File: src/rtl/cpu_pkg.sv
// Shared fetch-side types: instruction width, opcode field, halt opcode and
// the fetch FSM state encoding.
package cpu_pkg;

  localparam int IW     = 16;
  localparam int OP_LSB = 12;
  localparam int OP_W   = 4;

  typedef logic [OP_W-1:0] opcode_t;

  localparam opcode_t HALT_OP = 4'hF;

  typedef enum logic [1:0] {
    IDLE,
    RUN,
    HALT
  } fetch_state_t;

  function automatic opcode_t opcode_of(input logic [IW-1:0] instr);
    return instr[OP_LSB +: OP_W];
  endfunction

endpackage

File: src/rtl/instr_fetch_unit_if.sv
// Fetch-to-decode handshake: head instruction, its PC and opcode, valid/ready.
interface instr_fetch_unit_if import cpu_pkg::*; #(
  parameter int AW = 6
);

  logic          out_valid;
  logic          out_ready;
  logic [IW-1:0] out_instr;
  opcode_t       out_opcode;
  logic [AW-1:0] out_pc;

  modport master (
    output out_valid, out_instr, out_opcode, out_pc,
    input  out_ready
  );

  modport slave (
    input  out_valid, out_instr, out_opcode, out_pc,
    output out_ready
  );

endinterface

File: src/rtl/fetch_queue.sv
// Small synchronous FIFO of {pc, instr} pairs; flush beats push and pop.
// Head outputs read as zero while the queue is empty.
module fetch_queue import cpu_pkg::*; #(
  parameter int AW     = 6,
  parameter int QDEPTH = 2
) (
  input  logic                         clk,
  input  logic                         rst_n,
  input  logic                         push,
  input  logic                         pop,
  input  logic                         flush,
  input  logic [AW-1:0]                push_pc,
  input  logic [IW-1:0]                push_instr,
  output logic [$clog2(QDEPTH+1)-1:0]  count,
  output logic                         full,
  output logic                         empty,
  output logic [AW-1:0]                head_pc,
  output logic [IW-1:0]                head_instr
);

  localparam int PW = (QDEPTH > 1) ? $clog2(QDEPTH) : 1;
  localparam int CW = $clog2(QDEPTH + 1);

  logic [AW-1:0] pc_mem    [QDEPTH];
  logic [IW-1:0] instr_mem [QDEPTH];
  logic [PW-1:0] rd_ptr;
  logic [PW-1:0] wr_ptr;
  logic          do_push;
  logic          do_pop;

  function automatic logic [PW-1:0] ptr_inc(input logic [PW-1:0] p);
    if (p == PW'(QDEPTH - 1)) return '0;
    return p + PW'(1);
  endfunction

  assign full       = (count == CW'(QDEPTH));
  assign empty      = (count == '0);
  assign do_pop     = pop && !empty;
  assign do_push    = push && (!full || do_pop);
  assign head_pc    = empty ? '0 : pc_mem[rd_ptr];
  assign head_instr = empty ? '0 : instr_mem[rd_ptr];

  // Pointer and occupancy bookkeeping.
  always_ff @(posedge clk or negedge rst_n) begin
    if (!rst_n) begin
      rd_ptr <= '0;
      wr_ptr <= '0;
      count  <= '0;
    end else if (flush) begin
      rd_ptr <= '0;
      wr_ptr <= '0;
      count  <= '0;
    end else begin
      if (do_push) wr_ptr <= ptr_inc(wr_ptr);
      if (do_pop)  rd_ptr <= ptr_inc(rd_ptr);
      count <= count + CW'(do_push) - CW'(do_pop);
    end
  end

  // Entry storage, written on accepted pushes.
  always_ff @(posedge clk) begin
    if (do_push && !flush) begin
      pc_mem[wr_ptr]    <= push_pc;
      instr_mem[wr_ptr] <= push_instr;
    end
  end

endmodule

File: src/rtl/instr_fetch_unit.sv
// Instruction fetch: PC, synchronous instruction memory with a load port,
// credit-limited read issue into a small output queue, HALT stop and
// branch redirect.
module instr_fetch_unit import cpu_pkg::*; #(
  parameter int AW     = 6,
  parameter int QDEPTH = 2
) (
  input  logic                clk,
  input  logic                rst_n,
  input  logic                start,
  input  logic                imem_we,
  input  logic [AW-1:0]       imem_waddr,
  input  logic [IW-1:0]       imem_wdata,
  input  logic                redirect,
  input  logic [AW-1:0]       redirect_pc,
  instr_fetch_unit_if.master  dec,
  output logic                halted
);

  fetch_state_t state, state_nxt;

  logic [IW-1:0] imem [2**AW];
  logic [AW-1:0] pc;
  logic          inflight;
  logic [AW-1:0] rd_pc;
  logic [IW-1:0] rd_data;

  logic [$clog2(QDEPTH+1)-1:0] q_count;
  logic          q_full;
  logic          q_empty;
  logic [AW-1:0] q_head_pc;
  logic [IW-1:0] q_head_instr;

  logic redirect_act;
  logic pop;
  logic push;
  logic halt_push;
  logic credit_ok;
  logic rd_en;

  assign redirect_act = redirect && (state != IDLE);
  assign pop          = dec.out_valid && dec.out_ready;
  assign push         = inflight && !redirect_act;
  assign halt_push    = push && (opcode_of(rd_data) == HALT_OP);

  // A pop this cycle frees a slot before the new read lands, so counting it
  // keeps back-to-back issue going at one word per cycle without overflow.
  assign credit_ok = (!q_full || pop) &&
                     ((int'(q_count) + int'(inflight) - int'(pop)) < QDEPTH);

  // No issue on the cycle the HALT word lands, so nothing past it is fetched.
  assign rd_en = (state == RUN) && !redirect_act && !halt_push && credit_ok;

  // FSM state register.
  always_ff @(posedge clk or negedge rst_n) begin
    if (!rst_n) state <= IDLE;
    else        state <= state_nxt;
  end

  // Next state: start, halt on HALT push, redirect resumes.
  always_comb begin
    state_nxt = state;
    case (state)
      IDLE:    if (start) state_nxt = RUN;
      RUN:     if (redirect_act) state_nxt = RUN;
               else if (halt_push) state_nxt = HALT;
      HALT:    if (redirect_act) state_nxt = RUN;
      default: state_nxt = IDLE;
    endcase
  end

  // PC advance and in-flight read tracking; redirect drops the read.
  always_ff @(posedge clk or negedge rst_n) begin
    if (!rst_n) begin
      pc       <= '0;
      inflight <= 1'b0;
    end else if (redirect_act) begin
      pc       <= redirect_pc;
      inflight <= 1'b0;
    end else begin
      if (rd_en) pc <= pc + AW'(1);
      inflight <= rd_en;
    end
  end

  // Instruction memory: program load in IDLE, one-cycle registered read.
  always_ff @(posedge clk) begin
    if ((state == IDLE) && imem_we) imem[imem_waddr] <= imem_wdata;
    if (rd_en) begin
      rd_data <= imem[pc];
      rd_pc   <= pc;
    end
  end

  fetch_queue #(
    .AW     (AW),
    .QDEPTH (QDEPTH)
  ) u_queue (
    .clk        (clk),
    .rst_n      (rst_n),
    .push       (push),
    .pop        (pop),
    .flush      (redirect_act),
    .push_pc    (rd_pc),
    .push_instr (rd_data),
    .count      (q_count),
    .full       (q_full),
    .empty      (q_empty),
    .head_pc    (q_head_pc),
    .head_instr (q_head_instr)
  );

  assign dec.out_valid  = !q_empty;
  assign dec.out_instr  = q_head_instr;
  assign dec.out_opcode = opcode_of(q_head_instr);
  assign dec.out_pc     = q_head_pc;
  assign halted         = (state == HALT);

endmodule

File: src/flat_wrapper.sv
// flat-port wrapper written by rule: the top's interface ports become plain ports
module instr_fetch_unit_flat import cpu_pkg::*;
#(
  parameter int AW     = 6,
  parameter int QDEPTH = 2
)
  (clk, rst_n, start, imem_we, imem_waddr, imem_wdata, redirect, redirect_pc, halted, dec_out_valid, dec_out_instr, dec_out_opcode, dec_out_pc, dec_out_ready);
  instr_fetch_unit_if #(.AW(AW)) dec_i ();
  input  logic clk;
  input  logic rst_n;
  input  logic start;
  input  logic imem_we;
  input  logic [AW-1:0] imem_waddr;
  input  logic [IW-1:0] imem_wdata;
  input  logic redirect;
  input  logic [AW-1:0] redirect_pc;
  output logic halted;
  output wire logic [$bits(dec_i.out_valid)-1:0] dec_out_valid;
  output wire logic [$bits(dec_i.out_instr)-1:0] dec_out_instr;
  output wire logic [$bits(dec_i.out_opcode)-1:0] dec_out_opcode;
  output wire logic [$bits(dec_i.out_pc)-1:0] dec_out_pc;
  input wire logic [$bits(dec_i.out_ready)-1:0] dec_out_ready;
  assign dec_out_valid = dec_i.out_valid;
  assign dec_out_instr = dec_i.out_instr;
  assign dec_out_opcode = dec_i.out_opcode;
  assign dec_out_pc = dec_i.out_pc;
  assign dec_i.out_ready = dec_out_ready;
  instr_fetch_unit #(.AW(AW), .QDEPTH(QDEPTH)) u_core (.clk(clk), .rst_n(rst_n), .start(start), .imem_we(imem_we), .imem_waddr(imem_waddr), .imem_wdata(imem_wdata), .redirect(redirect), .redirect_pc(redirect_pc), .dec(dec_i), .halted(halted));
endmodule
File: config.mk
export PLATFORM = sky130hd
export DESIGN_NAME = instr_fetch_unit_flat
export DESIGN_NICKNAME = d
export VERILOG_FILES = /design/src/rtl/cpu_pkg.sv /design/src/rtl/instr_fetch_unit_if.sv /design/src/rtl/fetch_queue.sv /design/src/rtl/instr_fetch_unit.sv /design/src/flat_wrapper.sv
export SDC_FILE = /design/constraint.sdc
export NUM_CORES = 1
export LEC_CHECK = 0
export CAP_MARGIN = 20
export CORE_MARGIN = 4
export CORE_UTILIZATION = 45
export DETAILED_ROUTE_END_ITERATION = 10
export GPL_TIMING_DRIVEN = 0
export PLACE_DENSITY = 0.56
export SYNTH_ARGS = -nofsm -noshare
export SYNTH_HDL_FRONTEND = slang
export SYNTH_SLANG_ARGS = --single-unit
File: constraint.sdc
create_clock -name clk -period 6.1 [get_ports clk]
set_input_delay 1.83 -clock clk [delete_from_list [all_inputs] [get_ports clk]]
set_output_delay 1.83 -clock clk [all_outputs]
set_load 0.01 [all_outputs]
==> out/qor.yml, run 1 <==
outcome:
  status: "completed"
synth:
  synth.area.top_cells: "edfxtp_1 77%, mux4_2 10%, mux2i_1 4.3%, nor2_1 1.3%, o22ai_1 0.83%"
  synth_compound_area_share_pct: 3.306
  postSynthCellCount: 2057
  synth_cell_types: 53
  yosysSeqAreaShare_pct: 77.37
  synth_top_cell_by_area: "edfxtp_1"
  synth.top_cells.by_count: "1090 x edfxtp_1, 193 x mux4_2, 185 x mux2i_1, 150 x nor2_1, 57 x o22ai_1"
  synth_warnings: 0
  synth_area_um2: 42730
  async_flop_share_pct: 1.179
  synth_ff_type: "edfxtp_1"
  mappedNetlistNets: 2101
  synth_top_area_share_pct: 76.61
  muxShareOfSynthArea_pct: 15.19
  synth-simple-area-share_pct: 2.211
  synth_top_family_by_area: "multiplexers"
  syn_area_per_cell_um2: 20.77
  synth_xor_xnor_area_share_pct: 0.08199
  synthAdderAreaFrac_pct: 0.3104
  synth_edf_count: 1090
  ys_ff_latch: 1103
  yosysMostFrequentCell: "edfxtp_1"
layout:
  drive_above_1_share_pct: 25.45
  seqCellArea_um2: 33060
  nets: 2351
  syn_to_final_growth_pct: 17.08
  nFillCells: 7190
  multiInputGateArea_um2: 9184
  finalInstanceArea_um2: 50020
global_routing:
  antenna_found_initial: 8
  overflow: 0
  grt_pass1_vias: 21610
  grt_pass1_wl_mm: 157.3
  grt_usage_pct: 22.21
  grt_start_max_net_pins: 65
sta:
  timing.setup.tns_ns: 0
  finClkSkew_ns: 0.02685
  slew_headroom_pct: 28.68
  hold_violations: 0
  max_freq_mhz: 209.8
  rsz0062_at_grt: "false"
  setup_viol: 0
  final_max_slew_viol_count: 0
  worst_pin_slew_ns: 1.070
  timing.final.crit_share_pct: 78.12
  period_minus_slack_ns: 4.765
drt:
  drtIter0Drc: 2386
  post_drt_wl_per_cell_um: 29.94
  dr.pass1.iters: 5
  wl_mm: 109.5
  drc: 0
  avgViaCountPerCell: 5.825
  vias: 21320
  ant_nets: 0
setup_path:
  regToRegStartpoint: "u_core.pc[1]$_DFFE_PN0P_"
  crit_arrival_ns: 2.94
  reg2reg_depth: 8
  crit_buf_inv: 4
  reg2reg_to: "u_core.rd_data[8]$_DFFE_PP_"
  slowest_delay_ns: 0.64
  start_kind: "register"
  cp_cell_sequence: "clkbuf_1 -> buf_1 -> mux2i_1 -> nor2_1 -> buf_4 -> clkdlybuf4s50_1"
  cp.required_ns: 4.27
  critPathCaptureType: "primary output"
  path_delay_family: "buffers and inverters"
  r2r_slack_ns: 1.79
  cp_max_fo: 10
  crit_cells: 6
  cpMaxStageDelayCell: "buf_1"
  path_class: "register to primary output"
clock_network:
  cts.clk_slew.worst_paths_ns: 0.06
  clock_path_buffers: 3
  cts-resized-gates: 0
  cts_root_buffer: "clkbuf_16"
  cts.sinks: 1103
  cts_tree: "done"
  postCtsSetupBuffers: 0
  cts_hold_buffers: 0
  clk-insertion-delay-late_ns: 0.68
  cts_inserted_buffers: 110
  h-tree-depth: 3
power_and_ir_drop:
  power_leakage_nw: 16.32
  power-per-cell-area_nw_per_um2: 428.6
  power.total_w: 0.02144
  vdd_ir_drop_max_mv: 0.2734
floorplan:
  die_area_um2: 99940
  die_x_um: 316.1
  die_h_um: 316.1
  ioPinCount: 62
  fp.coreArea_um2: 93750
  start_util_pct: 45.58
  core.rowCount: 112
hold_path:
  hold_end: "u_core.u_queue.instr_mem[1][5]$_DFFE_PP_"
  hold_depth: 0
  worstHoldStart: "u_core.rd_data[5]$_DFFE_PP_"
  hp-class: "register to register"
placed_design:
  placed_area_um2: 46290
  place.gp.congestion: 0.8628
  port_buffers: 58
  dpl.hpwl_mm: 76.69
run:
  cap_violations: 0
-- report_power, final --
group / switching, W / leakage, nW / internal, W
logic: 0.00355 / 4.54 / 0.00228
registers: 0.0000930 / 9.97 / 0.00861
clock network: 0.00280 / 1.82 / 0.00409
total: 0.00645 / 16.3 / 0.0150
-- worst register-to-register path, cell delays in order, from the launching register on --
cell	delay [ns]
dfrtp_1	0.41
buf_2	0.20
buf_2	0.40
clkbuf_1	0.72
mux4_2	0.45
mux2i_1	0.65
nor2_1	0.13
o22ai_1	0.69
a221oi_1	0.33
-- area by class of cell --
type | instances | share of cell area [%]
plain buffers | 116 | 1.226
inverters | 11 | 0.08254
clock buffers | 127 | 5.843
multi-input cells | 827 | 18.36
well taps | 1254 | 3.137
flip-flops and latches | 1103 | 66.08
repair buffers | 138 | 3.644
clock inverters | 79 | 1.606
diodes | 4 | 0.02001
-- worst max-delay path by stage --
stage,startpoint,to,slack [ns]
after floorplan,dec_out_ready,u_core.rd_data[0]$_DFFE_PP_,1.95
after global placement,imem_we,u_core.imem[47][8]$_DFFE_PP_,0.74
after detailed placement,imem_we,u_core.imem[27][12]$_DFFE_PP_,1.21
after CTS,u_core.u_queue.rd_ptr$_DFFE_PN0P_,dec_out_opcode[0],1.23
after global routing,u_core.u_queue.rd_ptr$_DFFE_PN0P_,dec_out_opcode[0],1.13
final,u_core.u_queue.rd_ptr$_DFFE_PN0P_,dec_out_opcode[0],1.33
-- cells by family (layout without fill, tap and decap cells) --
kind of cell / Yosys count / in the layout
XOR/XNOR: 4 / 4
buffers and inverters: 127 / 471
adder cells (fa/ha/maj): 10 / 10
AO/OA/AOI/OAI: 190 / 190
flip-flops: 1103 / 1103
multiplexers: 404 / 404
AND/OR/NAND/NOR: 219 / 219
other: 0 / 4
-- per-layer routing --
| metal | up-vias | track usage, % | share of wire, % |
|---|---|---|---|
| met4 | 0 | 7.366 | 3.3 |
| met1 | 11200 | 31.48 | 42 |
| met3 | 171 | 5.058 | 8.3 |
| met5 | - | 0 | 0 |
| met2 | 886 | 34.48 | 46 |
| li1 | 9054 | - | - |
-- sequential cells by signal, indices dropped and copies added, names as in the netlist --
name,cells
u_core.u_queue.rd_ptr,1
u_core.u_queue.instr_mem,32
u_core.rd_data,16
u_core.imem,1024
u_core.state,2
u_core.rd_pc,6
u_core.u_queue.pc_mem,12
u_core.u_queue.count,2
u_core.pc,6
u_core.u_queue.wr_ptr,1
u_core.inflight,1
-- cells in the final DEF, fill, tap and decap left out, types with 6 or more instances in the layout --
| master | count |
|---|---|
| and3_1 | 6 |
| edfxtp_1 | 1090 |
| buf_1 | 7 |
| buf_12 | 15 |
| bufinv_16 | 16 |
| clkbuf_16 | 115 |
| a211oi_1 | 18 |
| a221oi_1 | 20 |
| a2111o_1 | 10 |
| buf_2 | 52 |
| o22ai_1 | 57 |
| ha_1 | 9 |
| clkinv_2 | 23 |
| dfrtp_1 | 13 |
| nand3_1 | 9 |
| clkbuf_1 | 58 |
| buf_8 | 60 |
| a31oi_1 | 6 |
| o21ai_0 | 18 |
| nor2_1 | 83 |
| inv_1 | 11 |
| clkdlybuf4s50_1 | 42 |
| mux4_2 | 193 |
| clkinv_1 | 30 |
| a211o_1 | 21 |
| mux2_2 | 26 |
| a21o_1 | 10 |
| nor2_2 | 67 |
| clkinvlp_4 | 6 |
| buf_4 | 20 |
| mux2i_1 | 185 |
| o221ai_1 | 16 |
| nand2_1 | 24 |
-- stage by stage --
stage          hold slack, ns  util (%)  worst slack (ns)  cells
2_1_floorplan          0.4196         -             1.949   2057
3_3_place_gp           0.4271     47.87            0.7378   3369
3_5_place_dp           0.4290     49.37             1.213   3449
4_1_cts                0.4422     53.35             1.229   3655
5_1_grt                0.4566     53.35             1.131   3656
6_report               0.4409     53.36             1.335   3659
(Power assumes the default switching activity.)
==> inputs of run 2 (changes only) <==
- clock period: 6.1 -> 4.6 ns (I/O delays scaled with it)
==> results of run 2 <==
The final DEF is identical to that of run 1. Status: completed.
Among the figures that moved: setup slack after placement 1.213 ns -> 0.1632 ns; setup slack after layout 1.335 ns -> 0.2846 ns; register-to-register setup slack 1.79 ns -> 0.29 ns; total power 0.02144 W -> 0.02843 W; worst IR drop on VDD 0.2734 mV -> 0.3625 mV
==> inputs of run 3 (changes only) <==
- CELL_PAD_IN_SITES_DETAIL_PLACEMENT: unset -> 0
- CELL_PAD_IN_SITES_GLOBAL_PLACEMENT: unset -> 1
- PLACE_DENSITY: 0.56 -> 0.63
==> run 3 against run 2 <==
  * Maximum frequency decreased by 5.2%
  * Die area did not move
  * Sequential power hardly changed
  * Core utilization decreased by 0.30 points
  * Via count up 0.23%
  * Worst hold slack gained 0.0035 ns
  * Sequential cell count stayed put
  * Largest power group unchanged
  * Cell count barely moved
  * Largest cell class unchanged
  * Clock skew is essentially flat
  * First-iteration DRC count shrank 3.0%
==> out/qor.yml, run 3 (synthesized netlist as in run 1, its figures left out) <==
sta:
  timing.setup.tns_ns: 0
  fin_ws_ns: 0.04752
  finClkSkew_ns: 0.02678
  setup_viol: 0
  rsz0062_at_grt: "false"
  period_minus_slack_ns: 4.552
  slew_headroom_pct: 29.49
  timing.final.crit_share_pct: 98.97
  max_freq_mhz: 219.7
  hold_violations: 0
  holdWs_ns: 0.4444
  worst_pin_slew_ns: 1.058
  final_max_slew_viol_count: 0
layout:
  fin_cells: 3660
  drive_above_1_share_pct: 24.99
  seqCellArea_um2: 33060
  final_common_cell: "edfxtp_1"
  syn_to_final_growth_pct: 16.43
  regMostFlops: "u_core.imem"
  reg_top3: "u_core.imem: 1024 flops, u_core.u_queue.instr_mem: 32 flops, u_core.rd_data: 16 flops"
  largest_reg_flops: 1024
  multiInputGateArea_um2: 9184
  final_cell_mix: "1090 x edfxtp_1, 193 x mux4_2, 185 x mux2i_1"
  nFillCells: 7217
  nets: 2350
global_routing:
  grt_start_max_net_pins: 58
  grt_usage_pct: 22.23
  overflow: 0
  grt_pass1_wl_mm: 157.1
  antenna_found_initial: 7
  grt_pass1_vias: 21360
drt:
  vias: 21360
  drtIter0Drc: 2315
  ant_nets: 0
  dr.pass1.iters: 7
  drc: 0
  wl_mm: 109.8
  post_drt_wl_per_cell_um: 30.00
  avgViaCountPerCell: 5.837
clock_network:
  cts_inserted_buffers: 112
  cts_hold_buffers: 0
  clk-insertion-delay-late_ns: 0.67
  h-tree-depth: 3
  postCtsSetupBuffers: 0
  cts.sinks: 1103
  cts_tree: "done"
  cts-resized-gates: 0
  cts_root_buffer: "clkbuf_16"
  clock_path_buffers: 3
  cts.clk_slew.worst_paths_ns: 0.06
power_and_ir_drop:
  clock_power_share_pct: 30.8
  p_comb_share_pct: 27.9
  power.total_w: 0.02796
  power_leakage_nw: 16.19
  intPower_w: 0.01937
  vdd_ir_drop_max_mv: 0.3279
  netSwitchingPower_w: 0.008592
  power-per-cell-area_nw_per_um2: 562.1
  power_frac_seq_pct: 41.3
  switching_share_pct: 30.73
placed_design:
  dpl.hpwl_mm: 75.72
  place.gp.congestion: 0.8717
  dp_slack_ns: 0.1218
  port_buffers: 58
  place_inst: 3446
setup_path:
  crit_arrival_ns: 4.88
  cp_cell_sequence: "buf_2 -> buf_2 -> clkbuf_1 -> mux4_2 -> mux2i_1 -> nor2_1 -> o22ai_1 -> a221oi_1"
  cpMaxStageDelayCell: "clkbuf_1"
  path_delay_family: "buffers and inverters"
  cp_max_fo: 10
  start_kind: "register"
  path_class: "register to register"
  cp.required_ns: 4.93
  cpMostUsedCell: "buf_2"
  crit_buf_inv: 3
  critPathCaptureType: "register"
  slowest_delay_ns: 0.81
floorplan:
  die_area_um2: 99940
  die_h_um: 316.1
  ioPinCount: 62
  start_util_pct: 45.58
  core.rowCount: 112
  die_x_um: 316.1
  fp.coreArea_um2: 93750
hold_path:
  hp-class: "register to register"
outcome:
  status: "completed"
run:
  cap_violations: 0
## run 3: metrics by stage
stage	utilization (%)	area, µm²
after global routing	53.05	49740
after detailed placement	49.35	46270
final	53.06	49750
after floorplan	-	42730
after CTS	53.05	49730
after global placement	47.87	44880
## run 3: final timing paths
check                                            startpoint                                        to  slack [ns]  depth (start not counted)
max in group asynchronous                             rst_n         u_core.u_queue.count[0]$_DFF_PN0_        3.08                          1
min in group asynchronous                             rst_n         u_core.u_queue.rd_ptr$_DFFE_PN0P_        1.11                          1
worst min register to register  u_core.rd_data[4]$_DFFE_PP_  u_core.u_queue.instr_mem[1][4]$_DFFE_PP_        0.44                          0
worst max-delay path               u_core.pc[1]$_DFFE_PN0P_              u_core.rd_data[10]$_DFFE_PP_        0.05                          8
worst min-delay path            u_core.rd_data[4]$_DFFE_PP_  u_core.u_queue.instr_mem[1][4]$_DFFE_PP_        0.44                          0
worst max register to register     u_core.pc[1]$_DFFE_PN0P_              u_core.rd_data[10]$_DFFE_PP_        0.05                          8
## run 3: metal layers
layer	part of all wire, %	GRT usage, %
met1	43	32.28
met2	46	33.95
met3	8.2	4.849
met4	3.1	7.097
met5	0	0
## run 3: area by class of cell
type / instances / area share [%]
antenna: 5 / 0.02515
buffer: 116 / 1.232
clock buffer: 141 / 5.938
clock inverter: 68 / 1.034
inverter: 11 / 0.08300
multi-input combinational: 827 / 18.46
sequential: 1103 / 66.45
tap: 1254 / 3.154
timing repair buffer: 135 / 3.622
## run 3: worst register-to-register path: stages, from the launching register on
cell and delay, ns:
dfrtp_1 0.40, buf_2 0.21, buf_2 0.41, clkbuf_1 0.81
mux4_2 0.46, mux2i_1 0.58, nor2_1 0.19, o22ai_1 0.77
a221oi_1 0.39
## run 3: power by group through the flow
stage	Combinational, W	Clock [W]	Sequential (W)
after floorplan	0.00466	0	0.0117
after global routing	0.00820	0.00923	0.0116
after detailed placement	0.00778	0	0.0118
after global placement	0.00768	0	0.0118
final	0.00780	0.00861	0.0116
after CTS	0.00780	0.00877	0.0116
==> RTL edit (config.mk and constraints of run 3) <==
The 3 states of `fetch_state_t` get a one-hot encoding in 3 bits.
--- a/src/rtl/cpu_pkg.sv
+++ b/src/rtl/cpu_pkg.sv
@@ -10,10 +10,10 @@
 
   localparam opcode_t HALT_OP = 4'hF;
 
-  typedef enum logic [1:0] {
-    IDLE,
-    RUN,
-    HALT
+  typedef enum logic [2:0] {
+    IDLE = 3'b001,
+    RUN  = 3'b010,
+    HALT = 3'b100
   } fetch_state_t;
 
   function automatic opcode_t opcode_of(input logic [IW-1:0] instr);
Behaviour: same outputs for any inputs over 4 cycles, from zero or initial values and one cycle with rst_n low; so few cycles prove little.
==> RTL edit against run 3 <==
Routed wire length up 6.6%. Area after synthesis up 0.46%. Cell count up 1.4%. Sequential share of layout area down 0.78 points. First-iteration DRC count up 6.3%. Core utilization about the same. Total power up 4.7%. Design area up 1.3%. Fmax up 6.2%. Sequential cell count up 1. Worst setup slack better by 260 ps. Synthesized cell count up 2.0%. Combinational power up 13%.
==> RTL edit: results (changes against run 3) <==
* Outcome: finished clean
* Final Non-Filler Cells at 3,713 (+1.4%)
* Gr usage total at 0.234 (+0.0117)
* Largest cells by area after synthesis: edfxtp_1, mux4_2, mux2i_1
* CP top delay family: buffers and inverters
* Post-synthesis sequential area ratio at 0.771 (-0.00295)
* Vias at 22.0k (+2.8%)
* Number of I/O port buffers at 58 (unchanged)
* Synth Warn # at 0 (unchanged)
* HP Class: flop to flop
* Avg WL per Cell at 31.5 um (+5.1%)
* Cells after Synth at 2,099 (+2.0%)
* Placed insts at 3,505 (+1.7%)
* Layout cell share with drive strength beyond 1 at 0.253 (+0.00297)
* Clk slew on worst S/H paths at 60 ps (about the same)
* Vias in the first global route at 21.8k (+1.9%)
* Critical path's largest stage delay at 880 ps (+70 ps)
* DRT antenna net count at 0 (unchanged)
* Commonest cells in the netlist: edfxtp_1, mux2i_1, mux4_2
* Initial DRC Count at 2,460 (+6.3%)
* Path depth of the worst reg2reg path at 8 (unchanged)
* Detailed-router iteration count before antenna repair at 6 (-1)
* VDD IR max at 0.292 mV (-11%)
* NumNets Final at 2,397 (+2.0%)
* Clock insertion delay at the later pin of the skew report at 690 ps (+20 ps)
* Distinct cell type count after synthesis at 48 (-9.4%)
* Clock buffer depth at 3 (unchanged)
* Slew HR at 0.189 (-0.106)
* Worst path slowest cell: a311oi_1
* EDFF count, synth at 1,090 (unchanged)
* Top flop regs: u_core.imem x1024, u_core.u_queue.instr_mem x32, u_core.rd_data x16
* Initial antenna violation count at 10 (+3)
* Critical Path AT at 4640 ps (-240 ps)
* Skew final at 17.4 ps (-9.35 ps)
* Clk root buf: clkbuf_16
* FFs w/ async S/R, synth at 0.0127 (+0.000895)
* Worst-path maximum fanout at 10 (unchanged)
* Inserted Clock Buffers at 111 (-0.89%)
* Hold Crit Depth at 0 (unchanged)
* Post-DP HPWL at 82.9 mm (+9.5%)
* GPL Wtd Cong at 0.865 (-0.83%)
* Post-CTS setup buffer count at 0 (unchanged)
* # resized after CTS at 0 (unchanged)
* First-pass GRT wire length at 164 mm (+4.4%)
* Worst slack, placed at 385 ps (+263 ps)
* Largest net degree at the start of global routing at 51 (-12%)
* CTS H-tree depth at 3 (unchanged)
* Leak Pwr at 16.2 nW (about the same)
RTL edit: path summary, 6_finish.rpt:
kind / start / to / slack [ps]
worst max-delay path: u_core.pc[1] / u_core.rd_data[5] / 310
worst min-delay path: u_core.rd_pc[3] / u_core.u_queue.pc_mem[1][3] / 440
worst max register to register: u_core.pc[1] / u_core.rd_data[5] / 310
worst min register to register: u_core.rd_pc[3] / u_core.u_queue.pc_mem[1][3] / 440
max in group asynchronous: rst_n / u_core.pc[1] / 3050
min in group asynchronous: rst_n / u_core.pc[3] / 1120
RTL edit: metrics by stage:
step | area, sq um | total power [mW]
after detailed placement | 46700 | 20.4
after floorplan | 42900 | 16.7
after CTS | 50400 | 29.4
final | 50400 | 29.3
after global routing | 50400 | 30.2
after global placement | 45100 | 20.3
RTL edit: final cells by class:
cell class              count  area [sq um]
clock buffers             142          2930
repair buffers            141          2050
clock inverters            62           712
well taps                1265          1580
diodes                      4          10.0
inverters                  11          41.3
multi-input cells         860          9260
fillers                  7312         44500
plain buffers             124           709
flip-flops and latches   1104         33100
RTL edit: layer usage:
| layer | track usage | wire [um] | up-vias |
|---|---|---|---|
| li1 | - | - | 9176 |
| met1 | 0.338 | 49600 | 11700 |
| met2 | 0.365 | 54300 | 918 |
| met3 | 0.0429 | 9520 | 170 |
| met4 | 0.0752 | 3620 | 2 |
| met5 | 0 | 14 | - |
RTL edit: worst register-to-register path: cells and delay by family (launching register included):
kind | cells | cell delay, ps
AO/OA/AOI/OAI | 2 | 1190
AND/OR/NAND/NOR | 1 | 120
multiplexers | 1 | 810
buffers and inverters | 4 | 1470
flip-flops | 1 | 380
RTL edit: cell families after synthesis:
family	synth area share
AOI/OAI and AO/OA	0.0325
xor gates and xnor gates	0.000816
adders and majority gates	0.00309
buffers and inverters	0.0175
DFF	0.771
muxes	0.150
and+or+nand+nor	0.0250
RTL edit: report_power, final:
group          total (mW)  switching (mW)  leakage, nW  internal (mW)
Clock                9.05            3.77         1.77           5.28
Sequential           11.4          0.0902         9.97           11.3
Combinational        8.85            5.54         4.46           3.31
